--- config.mk ---
export PLATFORM = sky130hd
export DESIGN_NAME = shift_arbiter
export DESIGN_NICKNAME = d
export VERILOG_FILES = /design/src/rtl/shift_arbiter.sv
export SDC_FILE = /design/constraint.sdc
export NUM_CORES = 1
export LEC_CHECK = 0
export ABC_CLOCK_PERIOD_IN_PS = 2600
export CAP_MARGIN = 10
export CORE_MARGIN = 5
export CORE_UTILIZATION = 45
export CTS_BUF_LIST = sky130_fd_sc_hd__clkbuf_4
export DETAILED_ROUTE_END_ITERATION = 10
export GPL_TIMING_DRIVEN = 0
export PLACE_DENSITY = 0.83
export SLEW_MARGIN = 20
export SYNTH_ARGS = -nofsm -noshare
export SYNTH_HDL_FRONTEND = slang
export SYNTH_SLANG_ARGS = --single-unit
--- constraint.sdc ---
create_clock -name clk -period 2.6 [get_ports clk]
set_input_delay 0.52 -clock clk [delete_from_list [all_inputs] [get_ports clk]]
set_output_delay 0.52 -clock clk [all_outputs]
set_load 0.03 [all_outputs]
--- src/rtl/shift_arbiter.sv ---
// shift_arbiter: two-requester arbiter over one shared left shifter; SHIFT_ARB_ROUND_ROBIN_EN selects round-robin ties
module shift_arbiter #(
    parameter int DATA_W = 8
) (
    input  logic              clk,
    input  logic              rst,
    input  logic              req0_valid,
    input  logic [DATA_W-1:0] req0_value,
    input  logic [3:0]        req0_shift,
    output logic              req0_ready,
    input  logic              req1_valid,
    input  logic [DATA_W-1:0] req1_value,
    input  logic [3:0]        req1_shift,
    output logic              req1_ready,
    output logic              out_valid,
    output logic [DATA_W-1:0] out_value,
    output logic              out_id,
    input  logic              out_ready
);
    typedef enum logic {IDLE, HOLD} state_t;
    state_t state_q, state_d;
    logic [DATA_W-1:0] value_q, value_d, sel_value, shifted;
    logic [3:0] sel_shift, mag;
    logic id_q, id_d, can_grant, g0, g1, xfer;
`ifdef SHIFT_ARB_ROUND_ROBIN_EN
    logic ptr_q, ptr_d;
    always_comb begin
        can_grant = !rst && (state_q == IDLE || out_ready);
        g1 = can_grant && req1_valid && (!req0_valid || ptr_q);
        g0 = can_grant && req0_valid && !g1;
        ptr_d = (g0 || g1) ? g0 : ptr_q;
    end
    always_ff @(posedge clk) ptr_q <= rst ? 1'b0 : ptr_d;
`else
    always_comb begin
        can_grant = !rst && (state_q == IDLE || out_ready);
        g0 = can_grant && req0_valid;
        g1 = can_grant && req1_valid && !req0_valid;
    end
`endif
    always_comb begin
        xfer = g0 || g1;
        sel_value = g1 ? req1_value : req0_value;
        sel_shift = g1 ? req1_shift : req0_shift;
        mag = sel_shift[3] ? -sel_shift : sel_shift;
        shifted = (int'(mag) >= DATA_W) ? '0 : sel_value << mag;
        state_d = xfer ? HOLD : (out_ready ? IDLE : state_q);
        value_d = xfer ? shifted : value_q;
        id_d = xfer ? g1 : id_q;
    end
    always_ff @(posedge clk) begin
        state_q <= rst ? IDLE : state_d;
        value_q <= rst ? '0 : value_d;
        id_q <= rst ? 1'b0 : id_d;
    end
    assign req0_ready = g0;
    assign req1_ready = g1;
    assign out_valid = state_q == HOLD;
    assign out_value = value_q;
    assign out_id = id_q;
endmodule

==> results by group <==
Floorplanning
  • I/O Pins: 41
  • Core region area: ~2200 sq um
  • Initial Util: between 40% and 50%
  • Chip height: 58.0 um
  • Die area: 3360 sq um
  • Rows: 17
  • Die X: 58.0 um

Drt
  • Avg WL per Cell: 15.6 um
  • Iter 0 DRT Violations: 24
  • Total wire length: 2980 um
  • Detail Route Antenna Nets: 0
  • Initial DRT Pass Iterations: 4
  • Vias: 1063
  • DRC viols: 0
  • Vias/cell: 5.57

Layout
  • Most common cell after layout, fill and taps aside: clkdlybuf4s50_1
  • Nets: 193
  • Inserted Diodes: 0
  • Fillers: 190
  • Commonest non-fill, non-tap cells in the layout: clkdlybuf4s50_1 (36), mux2i_1 (28), nor2_1 (12), dfxtp_1 (10), nand2_1 (9)
  • Share of post-route cells with drive strength above 1: 14.1%
  • Area grow syn2layout: 44.1%

Clock network
  • Clk slew on worst S/H paths: 60 ps
  • Clock buffer depth: 2
  • H-tree level count: 1
  • CTS tree: yes
  • Clock latency on the worst-skew pair: approximately 270 ps
  • TritonCTS buffer count: 3
  • Hold buffer count at CTS: 0
  • Clock net sink count: 10
  • Root buffer cell: clkbuf_4

Global route
  • Grt ovf: 0
  • First-pass GRT wire length: slightly below 5000 um
  • Tot GR Track Use: 18.6%
  • Vias in the first global route: ~1100
  • Pin count of the biggest net entering global routing: 11
  • Initial antenna violation count: 0

Logic synthesis
  • Number of synthesized register bits: 10
  • Synth Area in Compound Gates: 16.7%
  • Netlist cell types: 36
  • Most common flop cell mapped by yosys: dfxtp_1
  • Mux contribution to synthesized area: 34.9%
  • Synth top area share: 27.1%
  • Synth warnings: 0
  • Synth Instances: 119
  • Mapped cell area: 1040 sq um
  • Fraction of the mapped netlist area in adder cells: 0%
  • Mapped Nets: 148
  • Seq/Total Area, Yosys: roughly 19%
  • Syn Area/Cell: 8.71 sq um
  • Xor and xnor area share after synthesis: 5.07%
  • Ranking of synthesized cells by area: mux2i_1 (27%), dfxtp_1 (19%), mux2_2 (5.4%), nor2_1 (4.3%), a21oi_1 (3.9%)
  • Post-synth EDFFs: 0
  • Synth async-reset ratio: 0%
  • Post-synth top area cell: mux2i_1
  • Main combinational cell family by area after synthesis: multiplexers
  • Simple-Gate Fraction of Synth Area: between 10% and 20%

Power
  • Internal cell power: 341 uW
  • Max IR drop VDD: 0.245 mV
  • Lkg Pwr: 0.000576 uW
  • Clock power frac: approximately a fifth
  • Combinational share of power: 47.0%
  • Reg power frac: 32.0%
  • Sw power: 184 uW
  • Sw frac: roughly a third
  • PD cells: ~350 nW/um^2

Worst setup path
  • CP bufs+invs: 4
  • Critical Path Sink Type: primary output
  • Worst path arrival time: approximately 2000 ps
  • Worst path max stage delay: around 500 ps
  • CP Cell Sequence: clkdlybuf4s50_1 > nor2b_4 > nor4b_4 > buf_6 > buf_12 > clkdlybuf4s15_2
  • CP required: 2080 ps
  • Crit path max-delay family: buffers and inverters
  • R2R Setup Slk: 470 ps
  • CP startpoint kind: input pin
  • Worst-path fanout max: 10
  • Setup CP Type: input pin to primary output
  • Slowest CP cell: clkdlybuf4s50_1

Placement
  • Setup WS pre-CTS: -345 ps
  • IO buf count: 38
  • Final HPWL DP: 2360 um
  • Final RePlAce weighted congestion: 0.926

STA
  • Final min period: 2550 ps
  • Endpoints failing setup: 0
  • Max-slew violation count: 0
  • Slew margin rel.: 67.5%
  • Final Hold Fails: 0
  • Least-Margin Pin Slew: 478 ps
  • Final worst-path cycle share: 98.2%
  • Final worst setup slack: 47.1 ps
  • Fmax: just under 400 MHz
  • Final TNS setup: 0 ps
  • Fin Clk Skew: 2.22 ps

Status
  • Outcome: finished, final reports clean

Hold path
  • Worst min path class: register to register

Flow run
  • Max-Cap Viols: 0
-- layer usage --
| metal | wire [um] | vias to the layer above | share of wire [%] | track usage (%) |
|---|---|---|---|---|
| li1 | - | 523 | - | - |
| met1 | 1310 | 489 | 44 | 21.8 |
| met2 | 1370 | 44 | 46 | 32.3 |
| met3 | 236 | 7 | 7.9 | 5.12 |
| met4 | 60 | 0 | 2.0 | 6.29 |
| met5 | 0 | - | 0 | 0 |
-- kinds of logic after synthesis --
family / after synthesis
xor+xnor: 6
flops: 10
mux: 35
compound gates: 26
simple gates: 33
buf+inv: 9
-- power groups by stage --
stage	logic, uW	clock network (uW)	registers [uW]
floorplan	127	0	190
global placement	237	0	171
detailed placement	243	0	171
CTS	243	115	168
global route	265	122	169
finish	246	110	168
-- Yosys cell counts, drive strengths merged (2+ instances only) --
cell	instances
mux2i	29
nor2	12
dfxtp	10
nand2	9
a21oi	8
buf	7
mux2	6
o21ai	5
nor2b	4
xor2	4
a211oi	3
a22oi	2
nor3	2
o22ai	2
xnor2	2
-- worst paths after layout --
| path | start | endpoint | depth (start not counted) |
|---|---|---|---|
| max | out_ready | req1_ready | 6 |
| min | out_value[7] | out_value[7] | 2 |
| max reg2reg | out_valid | out_value[5] | 7 |
| min reg2reg | out_value[7] | out_value[7] | 2 |
-- worst min-delay path, cell delays in order, from the launching register on --
cell,delay [ps]
dfxtp_1,310
nand2_1,50
a21oi_1,50
-- final cells by class --
cell class                 instances  area [sq um]  area share [%]
inverter                           1          3.75           0.251
sequential                        10           200            13.4
clock buffer                       3          22.5            1.51
multi-input combinational        100           772            51.7
buffer                             8          60.1            4.02
clock inverter                     1          3.75           0.251
timing repair buffer              40           395            26.5
tap                               28          35.0            2.35
-- metrics by stage --
| step | cells | util (%) | total power, uW | hold WS, ps | instance area (sq um) |
|---|---|---|---|---|---|
| 2_1_floorplan | 119 | - | 317 | 577 | 1040 |
| 3_3_place_gp | 185 | 65.6 | 408 | 442 | 1450 |
| 6_report | 191 | 67.5 | 524 | 455 | 1490 |
| 5_1_grt | 191 | 67.5 | 555 | 490 | 1490 |
| 3_5_place_dp | 185 | 65.6 | 414 | 449 | 1450 |
| 4_1_cts | 189 | 66.8 | 526 | 459 | 1480 |
-- sequential cells by signal (all words and copies together), names as in the netlist --
name       count
out_value      8
out_id         1
out_valid      1
-- repair_timing --
item | 4_1_cts | 5_1_grt
setup endpoints to repair | 2 | 1
resized for setup | 4 | 0
buffers inserted | 0 | 2
pin swaps | 0 | 1
Power figures use the tool's default switching activity.
